--- config.mk ---
export PLATFORM = sky130hd
export DESIGN_NAME = cpu6_pipeline_ctrl
export DESIGN_NICKNAME = d
export VERILOG_FILES = /design/src/rtl/cpu6_pipeline_ctrl_pkg.sv /design/src/rtl/cpu6_fwd_unit.sv /design/src/rtl/cpu6_pipeline_ctrl.sv
export SDC_FILE = /design/constraint.sdc
export NUM_CORES = 1
export LEC_CHECK = 0
export CORE_MARGIN = 2
export CORE_UTILIZATION = 44
export CTS_CLUSTER_DIAMETER = 120
export DETAILED_ROUTE_END_ITERATION = 6
export PLACE_DENSITY = 0.89
export SYNTH_ARGS = -nofsm -noshare
export SYNTH_HDL_FRONTEND = slang
export SYNTH_SLANG_ARGS = --single-unit
--- constraint.sdc ---
create_clock -name clk -period 2.2 [get_ports clk]
set_input_delay 0.33 -clock clk [delete_from_list [all_inputs] [get_ports clk]]
set_output_delay 0.33 -clock clk [all_outputs]
set_load 0.03 [all_outputs]
--- src/rtl/cpu6_pipeline_ctrl_pkg.sv ---
// Shared constants and helpers for the cpu6 pipeline hazard/sequencing controller.
package cpu6_pipeline_ctrl_pkg;

  // Register-file index width (32 architectural registers, x0 hard-wired to zero).
  localparam int RFIDX_W = 5;

  // Data-memory wait FSM encoding.
  localparam logic STATE_RUN   = 1'b0;
  localparam logic STATE_MWAIT = 1'b1;

  // EX-stage operand forward selects.
  localparam logic [1:0] FWD_RF  = 2'b00;
  localparam logic [1:0] FWD_MEM = 2'b10;
  localparam logic [1:0] FWD_WB  = 2'b01;

  // Stall/flush bundle driven onto the pipeline registers.
  typedef struct packed {
    logic stallF;
    logic stallD;
    logic stallE;
    logic stallM;
    logic flashD;
    logic flashE;
    logic flashM;
    logic flashW;
  } hazCtrl_t;

  // True when a writing stage targets rs. Writes to x0 never create a dependency.
  function automatic logic regHit(input logic we,
                                  input logic [RFIDX_W-1:0] wr,
                                  input logic [RFIDX_W-1:0] rs);
    return we & (wr != '0) & (wr == rs);
  endfunction

endpackage

--- src/rtl/cpu6_fwd_unit.sv ---
// EX-stage forward select for one source operand. M beats W since it is the younger value.
module cpu6_fwd_unit
  import cpu6_pipeline_ctrl_pkg::*;
(
  input  logic               [RFIDX_W-1:0] rsE,
  input  logic                             regwriteM,
  input  logic               [RFIDX_W-1:0] writeregM,
  input  logic                             regwriteW,
  input  logic               [RFIDX_W-1:0] writeregW,
  output logic               [1:0]         fwdSel
);

  // Pick the youngest in-flight producer of rsE, else the register file.
  always_comb begin
    fwdSel = FWD_RF;
    if (regHit(regwriteM, writeregM, rsE))      fwdSel = FWD_MEM;
    else if (regHit(regwriteW, writeregW, rsE)) fwdSel = FWD_WB;
  end

endmodule

--- src/rtl/cpu6_pipeline_ctrl.sv ---
// Central hazard controller for the cpu6 five-stage pipeline: stall/flush of the
// pipeline registers, EX forwarding, data-memory wait FSM with timeout and a
// saturating stall-cycle counter.
module cpu6_pipeline_ctrl
  import cpu6_pipeline_ctrl_pkg::*;
#(
  parameter int TIMEOUT = 255,
  parameter int CNT_W   = 32
) (
  input  logic               clk,
  input  logic               reset,
  input  logic [RFIDX_W-1:0] rs1D,
  input  logic [RFIDX_W-1:0] rs2D,
  input  logic [RFIDX_W-1:0] rs1E,
  input  logic [RFIDX_W-1:0] rs2E,
  input  logic [RFIDX_W-1:0] writeregE,
  input  logic [RFIDX_W-1:0] writeregM,
  input  logic [RFIDX_W-1:0] writeregW,
  input  logic               regwriteE,
  input  logic               regwriteM,
  input  logic               regwriteW,
  input  logic               memtoregE,
  input  logic               memtoregM,
  input  logic               memwriteM,
  input  logic               redirectE,
  input  logic               dmem_ready,
  output logic               stallF,
  output logic               stallD,
  output logic               stallE,
  output logic               stallM,
  output logic               flashD,
  output logic               flashE,
  output logic               flashM,
  output logic               flashW,
  output logic [1:0]         forwardAE,
  output logic [1:0]         forwardBE,
  output logic               dmem_timeout,
  output logic [CNT_W-1:0]   stall_cycles
);

  localparam logic [7:0] TO_CNT = 8'(TIMEOUT);

  logic       state;
  logic [7:0] waitCnt;
  logic       memOpM;
  logic       ldUse;
  logic       toCycle;
  logic       memStall;
  logic       abandon;
  hazCtrl_t   ctrl;

  assign memOpM  = memtoregM | memwriteM;
  assign ldUse   = memtoregE & (regHit(regwriteE, writeregE, rs1D) |
                                regHit(regwriteE, writeregE, rs2D));
  assign toCycle = (state == STATE_MWAIT) & (waitCnt == TO_CNT);
  // Combinational so the very first not-ready cycle already freezes the pipe.
  assign memStall = memOpM & ~dmem_ready & ~toCycle;
  // Timeout cycle: M is released but its write-back is squashed.
  assign abandon  = toCycle & ~dmem_ready;

  // Stall/flush priority: memory stall, then timeout squash, redirect, load-use.
  always_comb begin
    ctrl        = '0;
    ctrl.flashM = ~reset;
    if (memStall) begin
      ctrl.stallF = 1'b1;
      ctrl.stallD = 1'b1;
      ctrl.stallE = 1'b1;
      ctrl.stallM = 1'b1;
      ctrl.flashW = 1'b1;
    end else begin
      if (abandon) ctrl.flashW = 1'b1;
      // A redirect squashes D, so a load-use against D is moot.
      if (redirectE) begin
        ctrl.flashD = 1'b1;
        ctrl.flashE = 1'b1;
      end else if (ldUse) begin
        ctrl.stallF = 1'b1;
        ctrl.stallD = 1'b1;
        ctrl.flashE = 1'b1;
      end
    end
  end

  assign stallF = ctrl.stallF;
  assign stallD = ctrl.stallD;
  assign stallE = ctrl.stallE;
  assign stallM = ctrl.stallM;
  assign flashD = ctrl.flashD;
  assign flashE = ctrl.flashE;
  assign flashM = ctrl.flashM;
  assign flashW = ctrl.flashW;

  // Data-memory wait FSM; ready wins over timeout in the same cycle.
  always_ff @(posedge clk or negedge reset) begin
    if (!reset) begin
      state        <= STATE_RUN;
      waitCnt      <= 8'd0;
      dmem_timeout <= 1'b0;
    end else begin
      dmem_timeout <= 1'b0;
      case (state)
        STATE_RUN: begin
          if (memOpM & ~dmem_ready) begin
            state   <= STATE_MWAIT;
            waitCnt <= 8'd1;
          end
        end
        default: begin
          if (dmem_ready) begin
            state <= STATE_RUN;
          end else if (waitCnt == TO_CNT) begin
            state        <= STATE_RUN;
            dmem_timeout <= 1'b1;
          end else begin
            waitCnt <= waitCnt + 8'd1;
          end
        end
      endcase
    end
  end

  // Saturating count of fetch-stall cycles.
  always_ff @(posedge clk or negedge reset) begin
    if (!reset)                             stall_cycles <= '0;
    else if (stallF && (stall_cycles != '1)) stall_cycles <= stall_cycles + 1'b1;
  end

  // One forward unit per EX source operand (index 0 = A/rs1, 1 = B/rs2).
  logic [1:0][RFIDX_W-1:0] rsE;
  logic [1:0][1:0]         fwdSel;

  assign rsE = {rs2E, rs1E};

  for (genvar g = 0; g < 2; g++) begin : gFwd
    cpu6_fwd_unit uFwd (
      .rsE       (rsE[g]),
      .regwriteM (regwriteM),
      .writeregM (writeregM),
      .regwriteW (regwriteW),
      .writeregW (writeregW),
      .fwdSel    (fwdSel[g])
    );
  end

  assign forwardAE = fwdSel[0];
  assign forwardBE = fwdSel[1];

endmodule
; Word-level counts from Yosys, hierarchy flattened
; Cells that the tools add are included.
[word_totals]
input_bits = 45
elab_cells = 66
ff_bits = 42
output_inout_bits = 45
[classes]
reduce_logical = 6
n_eq_ne = 10
addsub = 2
n_mux = 25
bitwise_logic = 19
[ops]
columns = op, count
row1 = $add 32x1->32 const B, 1
row2 = $mux 8, 4
row3 = $ne 32x32->1 const B, 1
row4 = $eq 5x5->1, 6
row5 = $reduce_bool 5->1, 3
row6 = $and 1x1->1, 14
row7 = $mux 1, 14
row8 = $mux 2, 7
row9 = $add 8x1->8 const B, 1
row10 = $eq 8x8->1 const B, 1
row11 = $ne 2x2->1 const B, 2
row12 = $not 1->1, 3
row13 = $reduce_and 3->1, 1
row14 = $or 1x1->1, 2
row15 = $reduce_bool 2->1, 1
row16 = $logic_and 1x1->1, 1

; Depth between registers and ports, before layout
; Gate-level depths: netlist of run 1.
[logic_depth]
word_depth = 9
ltp_mapped = 9
mapped_depth_nobuf = 8

; Modules after synthesis
; A second synthesis of run 1 with hierarchy kept.
[hier_totals]
hier_cells = 271
area_unflattened_um2 = 2622.5
[by_module_without_submodules]
columns = mod, seq_area_each_um2, n_inst, cells_per_inst, area_per_inst_um2
row1 = cpu6_pipeline_ctrl, 1051.0, 1, 231, 2319.7
row2 = cpu6_fwd_unit, 0.0, 2, 20, 151.4

; Worst setup path after synthesis of run 1
; No wires, ideal clock.
[synth_path]
path_kind = input to output
from = in writeregM[0]
to = out forwardAE[0]
path_slack_ns = -0.397
path_stages = 4
t_arrival_ns = 2.267
cell_sequence = or4_1 o21ai_0 nor4_1 nor4_1
[synth_via]
elab_chain_cells = 4
elab_cells_between_ends = 5
[synth_rtl]
columns = item, line_no
row1 = start: declaration, cpu6_pipeline_ctrl.sv:17  ; input logic [RFIDX_W-1:0] writeregM,
row2 = $reduce_bool 5->1, cpu6_pipeline_ctrl_pkg.sv:32  ; return we & (wr != '0) & (wr == rs);
row3 = $and 1x1->1, cpu6_pipeline_ctrl_pkg.sv:32
row4 = $and 1x1->1 (*), cpu6_pipeline_ctrl_pkg.sv:32
row5 = $mux 2 (*), cpu6_fwd_unit.sv:16  ; if (regHit(regwriteM, writeregM, rsE)) fwdSel = FWD_MEM;
row6 = end: declaration, cpu6_pipeline_ctrl.sv:35  ; output logic [1:0] forwardAE,
; Every way passes the cells marked *; elsewhere a longest branch is shown, timed or not.

; Final worst setup path of run 1
[layout_path]
from = reg waitCnt[0]
to = out stallD
[layout_via]
elab_chain_cells = 5
[layout_rtl]
columns = item, line_no
row1 = start: declaration, cpu6_pipeline_ctrl.sv:44  ; logic [7:0] waitCnt;
row2 = start signal: assignment, cpu6_pipeline_ctrl.sv:116  ; waitCnt <= waitCnt + 8'd1;
row3 = $eq 8x8->1, cpu6_pipeline_ctrl.sv:55  ; assign toCycle = (state == STATE_MWAIT) & (waitCnt == TO_CNT);
row4 = $and 1x1->1, cpu6_pipeline_ctrl.sv:55
row5 = $not 1->1, cpu6_pipeline_ctrl.sv:57  ; assign memStall = memOpM & ~dmem_ready & ~toCycle;
row6 = $and 1x1->1, cpu6_pipeline_ctrl.sv:57
row7 = $mux 2, cpu6_pipeline_ctrl.sv:65  ; if (memStall) begin
row8 = end: declaration, cpu6_pipeline_ctrl.sv:28  ; output logic stallD,
; No other way between the ends.

==> results of run 1 <==
registers in the layout, indices dropped and copies added, names as in the netlist:
signal        count
stall_cycles     32
waitCnt           8
dmem_timeout      1
state             1
synthesized netlist by cell type (2+ instances only):
| master | instances | area [µm²] |
|---|---|---|
| inv_1 | 6 | 22.52 |
| ha_1 | 2 | 25.02 |
| nand4_1 | 15 | 93.84 |
| dfrtp_1 | 42 | 1051 |
| nor4_1 | 5 | 31.28 |
| buf_2 | 2 | 10.01 |
| or3_1 | 4 | 25.02 |
| o21ai_0 | 6 | 30.03 |
| or4_1 | 5 | 37.54 |
| buf_4 | 2 | 15.01 |
| nor3_1 | 19 | 95.09 |
| xor2_1 | 44 | 385.4 |
| nor2_1 | 18 | 67.56 |
| nor3_2 | 2 | 20.02 |
| xnor2_1 | 19 | 166.4 |
| nand3_1 | 14 | 70.07 |
| nand2_1 | 22 | 82.58 |
| nor4_2 | 4 | 50.05 |
| or2_2 | 2 | 12.51 |
| a21oi_1 | 4 | 20.02 |
| and3_1 | 3 | 18.77 |
worst paths after layout:
kind / startpoint / end
min reg2reg: stall_cycles[31] / stall_cycles[31]
min in group clk: stall_cycles[31] / stall_cycles[31]
max reg2reg: waitCnt[0] / stall_cycles[29]
min: reset / stall_cycles[19]
max in group asynchronous: reset / stall_cycles[27]
max: waitCnt[0] / stallD
per-layer routing:
| layer | up-vias | wire length, µm |
|---|---|---|
| met5 | - | 0 |
| met4 | 0 | 172 |
| met3 | 18 | 531 |
| met2 | 125 | 4197 |
| met1 | 1238 | 2864 |
| li1 | 1200 | - |
repair_timing:
| item | CTS | global route |
|---|---|---|
| gates cloned | 0 | 2 |
| setup buffers | 4 | 6 |
| endpoints found under the hold margin | 0 | 0 |
| pin swaps | 7 | 14 |
| setup endpoints to repair | 23 | 27 |
| gates resized for setup | 54 | 40 |
report_power, final:
| group | leakage, µW | internal (µW) | switching [µW] | total [µW] |
|---|---|---|---|---|
| sequential | 0.000554 | 843 | 104 | 946 |
| combinational | 0.00128 | 416 | 431 | 847 |
| clock | 0.0000514 | 339 | 286 | 625 |
layout make-up:
| cell class | count | area share |
|---|---|---|
| Clock buffer | 6 | 0.01719 |
| Clock inverter | 2 | 0.008892 |
| Inverter | 6 | 0.005335 |
| Multi-Input combinational cell | 202 | 0.3841 |
| Sequential cell | 42 | 0.2490 |
| Tap cell | 72 | 0.02134 |
| Timing Repair Buffer | 144 | 0.3142 |
cells by family after synthesis:
family                   synth area share
XOR/XNOR                           0.2193
flip-flops                         0.4177
AND/OR/NAND/NOR                    0.2725
adder cells (fa/ha/maj)          0.009944
buffers and inverters             0.02635
AO/OA/AOI/OAI                     0.05421
layout by cell type (no fill, tap or decap), types with 4 or more instances in the layout:
cell and count:
dlygate4sd2_1 10, nand2_1 21, xor2_1 44, buf_4 52, o21ai_0 4, nor3_2 11, nor3_1 9, nor4_4 7
dfrtp_1 42, nand3_1 14, buf_6 7, inv_1 6, dlymetal6s2s_1 5, nor2_1 16, buf_2 7, clkbuf_8 5
nand4_1 15, a21oi_1 4, clkdlybuf4s50_1 57, xnor2_1 18
stage by stage:
stage               hold slack, ns  TNS, ns  std cells  power [µW]  worst slack, ns
global route                0.1759   -2.629        474        2530          -0.2140
CTS                         0.1427  -0.1220        466        2302         -0.04392
finish                      0.1046  -0.2978        474        2418         -0.09912
global placement            0.4683   -7.014        454        1660          -0.4167
floorplan                  0.03441        0        257        1295         0.002355
detailed placement          0.4635   -8.999        454        1681          -0.5468
worst max-delay path: stages, from the launching register on:
cell     delay [ns]
dfrtp_1        0.39
ha_2           0.19
nand4_1        0.13
nor2_2         0.06
or3_4          0.36
buf_6          0.13
o31ai_4        0.09
buf_6          0.18
buf_6          0.13
==> impl_metrics.ini, run 1 <==
[global_route]
grt_pass1_wl_mm = 11.79
busiest_layer = met2
grt_max_degree = 43
grt_pass1_vias = 2515
gr-usage-met3 = 0.04977
grt_overflow = 0
use_met2 = 0.4353
antenna_found_initial = 0
gr-usage-met1 = 0.2705
grt.total_usage = 0.2369

[final_layout]
seqCellArea_um2 = 1051
nFillCells = 349
final_area_um2 = 4222
final_core_util = 0.7666
diodes = 0
fin_nets = 448
multi_input_area_um2 = 1622
area_growth_syn_to_layout_pct = 67.78
layout-drive-gt1-share = 0.3035

[floorplan]
die_w_um = 79.62
io_pins = 90
start_util = 0.4569
rows = 27
dieArea_um2 = 6339
dieHeight_um = 79.62
core_um2 = 5507

[placed_design]
io_buffer_count = 89
gp_congestion = 0.8236
hpwl_mm = 5.346
placed_area_um2 = 3797

[detailed_routing]
avgRoutedWirePerCell_um = 16.38
route.detailed.drc = 0
via_per_inst = 5.445
wl_mm = 7.766
postRouteAntennaNets = 0
drtIter0Drc = 211
dr.pass1.iters = 4
vias = 2581

[sta]
max_freq_mhz = 435.0
hold_violations = 0
timing.final.crit_share = 1.045
post-route-min-period_ns = 2.299
rsz0062_at_grt = true
tightest_slew_ns = 0.5950
setup_violations = 6
timing.final.ws_setup_ns = -0.09912
fin_skew_ns = 0.01033
slew-limit-headroom = 0.6003
drv_slew = 0

[synth]
synth_ff_type = dfrtp_1
yosysUniqueCellTypes = 38
syn_area_um2 = 2516
synth_nets = 304
ys_warn_count = 0
yosysSeqAreaShare = 0.4177
syn_area_per_cell_um2 = 9.791
synth-edff-count = 0
synth-seq-cells = 42
syn_inst = 257
synthArstFlopShare = 1.000

[worst_hold_path]
hold_class = in -> async

[critical_path]
critical_path_class = reg -> out
cp_max_fo = 4
crit_path_start_kind = flop
required_ns = 1.87
critPathCaptureType = primary output
arrival_ns = 1.97
regToRegSetupSlack_ns = -0.02
reg2reg_depth = 10

[clocking]
cts.clk_slew.worst_paths_ns = 0.09
cts.htree.levels = 2
cts_tree = built
clock-sinks = 42
hold_buffers = 0
cts.path.max_buffers = 2
worstSkewPairLatency_ns = 0.31
cts_buffers = 5
root_buffer = clkbuf_8

[power]
ir_worst_vdd_mv = 0.3860
p_per_area_nw_per_um2 = 572.8
p_leak_uw = 0.001889

[status]
status = finished with violations
violations = negative setup slack

[run]
cap_viol_max_count = 0
Note: power is estimated with default switching activity, not from simulation.
==> run 2: changes to the inputs <==
--- a/config.mk
+++ b/config.mk
@@ -9,7 +9,9 @@
 export CORE_UTILIZATION = 44
 export CTS_CLUSTER_DIAMETER = 120
 export DETAILED_ROUTE_END_ITERATION = 6
+export HOLD_SLACK_MARGIN = 0.06
 export PLACE_DENSITY = 0.89
+export SKIP_LAST_GASP = 1
 export SYNTH_ARGS = -nofsm -noshare
 export SYNTH_HDL_FRONTEND = slang
 export SYNTH_SLANG_ARGS = --single-unit
==> impl_metrics.ini, run 2 (synthesis results as in run 1) <==
[clocking]
cts.htree.levels = 2
clock-sinks = 42
cts_buffers = 5
cts_tree = built
worstSkewPairLatency_ns = 0.30
root_buffer = clkbuf_8
cts.clk_slew.worst_paths_ns = 0.08
cts.path.max_buffers = 2

[critical_path]
critPathCaptureType = primary output
arrival_ns = 1.97
crit_top_cell = buf_6
cp_top_family = simple AND/OR/NAND/NOR gates
path_buf_inv = 3
critical_path_class = reg -> out
cp_max_fo = 4
required_ns = 1.87
slowest_stage = dfrtp_1
critical_path.max_stage_delay_ns = 0.40
crit_path_start_kind = flop
path_cells = ha_2 > nand4_1 > nor2_2 > or3_4 > buf_6 > o31ai_4 > buf_6 > buf_6

[global_route]
grt.total_usage = 0.2352
gr-usage-met1 = 0.2676
grt_max_degree = 43
antenna_found_initial = 0
busiest_layer = met2
use_met2 = 0.4336
grt_overflow = 0
grt_pass1_vias = 2515
gr-usage-met3 = 0.04864
grt_pass1_wl_mm = 11.70

[sta]
fin_skew_ns = 0.004016
post-route-min-period_ns = 2.299
timing.final.ws_setup_ns = -0.09897
setup_violations = 6
slew-limit-headroom = 0.6020
drv_slew = 0
timing.final.crit_share = 1.045
hold_violations = 0
tightest_slew_ns = 0.5925
rsz0062_at_grt = true
max_freq_mhz = 435.0
setup_tns_ns = -0.3298

[placed_design]
dp.cells = 454
hpwl_mm = 5.346
io_buffer_count = 89
gp_congestion = 0.8236

[detailed_routing]
dr.pass1.iters = 4
route.detailed.drc = 0
drtIter0Drc = 233
vias = 2558
postRouteAntennaNets = 0
avgRoutedWirePerCell_um = 16.43
wl_mm = 7.786
via_per_inst = 5.397

[final_layout]
regMostFlops = stall_cycles
layout_commonest_cell = clkdlybuf4s50_1
fin_cells = 474
area_growth_syn_to_layout_pct = 65.79
largest_reg_flops = 32
largestRegisters = stall_cycles (32), waitCnt (8)
fin_nets = 448
layout-drive-gt1-share = 0.2886
diodes = 0
layout_common_cells = clkdlybuf4s50_1 (57), buf_4 (52), xor2_1 (44)

[floorplan]
rows = 27
dieHeight_um = 79.62
start_util = 0.4569
dieArea_um2 = 6339
die_w_um = 79.62
io_pins = 90
core_um2 = 5507

[power]
power_uw = 2375
ir_worst_vdd_mv = 0.3801
p_leak_uw = 0.001870
p_per_area_nw_per_um2 = 569.3

[worst_hold_path]
hold_class = in -> async

[run]
cap_viol_max_count = 0

[status]
violations = negative setup slack
status = finished with violations
run 2: cell counts in the layout (fill, tap and decap cells not counted):
Identical to the previous run, type by type.
run 2: cell type report:
class                           count  area [µm²]
Timing Repair Buffer              144        1326
Multi-Input combinational cell    202        1572
Inverter                            6       22.52
Tap cell                           72       90.09
Clock buffer                        6       72.57
Sequential cell                    42        1051
Clock inverter                      2       37.54
Fill cell                         356        1335
run 2: power breakdown:
part	internal, µW	total [µW]	leakage [µW]	switching [µW]
combinational	406	829	0.00126	423
sequential	843	929	0.000554	85.8
clock	339	617	0.0000514	279
run 2: path summary, 6_finish.rpt:
| kind | from | to | depth (start not counted) | slack [ns] |
|---|---|---|---|---|
| max | waitCnt[0] | stallD | 8 | -0.1 |
| min | reset | stall_cycles[7] | 2 | 0.13 |
| max reg2reg | waitCnt[0] | stall_cycles[13] | 10 | -0.04 |
| min reg2reg | stall_cycles[31] | stall_cycles[31] | 1 | 0.50 |
| max in group asynchronous | reset | stall_cycles[31] | 2 | 1.71 |
| min in group clk | stall_cycles[31] | stall_cycles[31] | 1 | 0.50 |
run 2: timing repair:
action	CTS	global route
buffers inserted	4	6
pin swaps	7	11
setup endpoints to repair	23	27
resized for setup	53	32
cloned	0	2
hold buffers	0	0
endpoints found under the hold margin	0	0
run 2: metal layers:
metal	share of wire	wire [µm]
met1	0.38	2936
met4	0.023	179
met5	0	0
met3	0.065	506
met2	0.53	4163
run 2: per-stage QoR:
step	utilization	setup WS [ns]	area [µm²]	hold slack [ns]
2_1_floorplan	-	0.002355	2550	0.03441
5_1_grt	0.7576	-0.2119	4172	0.1753
3_5_place_dp	0.6896	-0.5468	3797	0.4635
3_3_place_gp	0.6896	-0.4167	3797	0.4683
6_report	0.7576	-0.09897	4172	0.1261
4_1_cts	0.7196	-0.04392	3963	0.1427
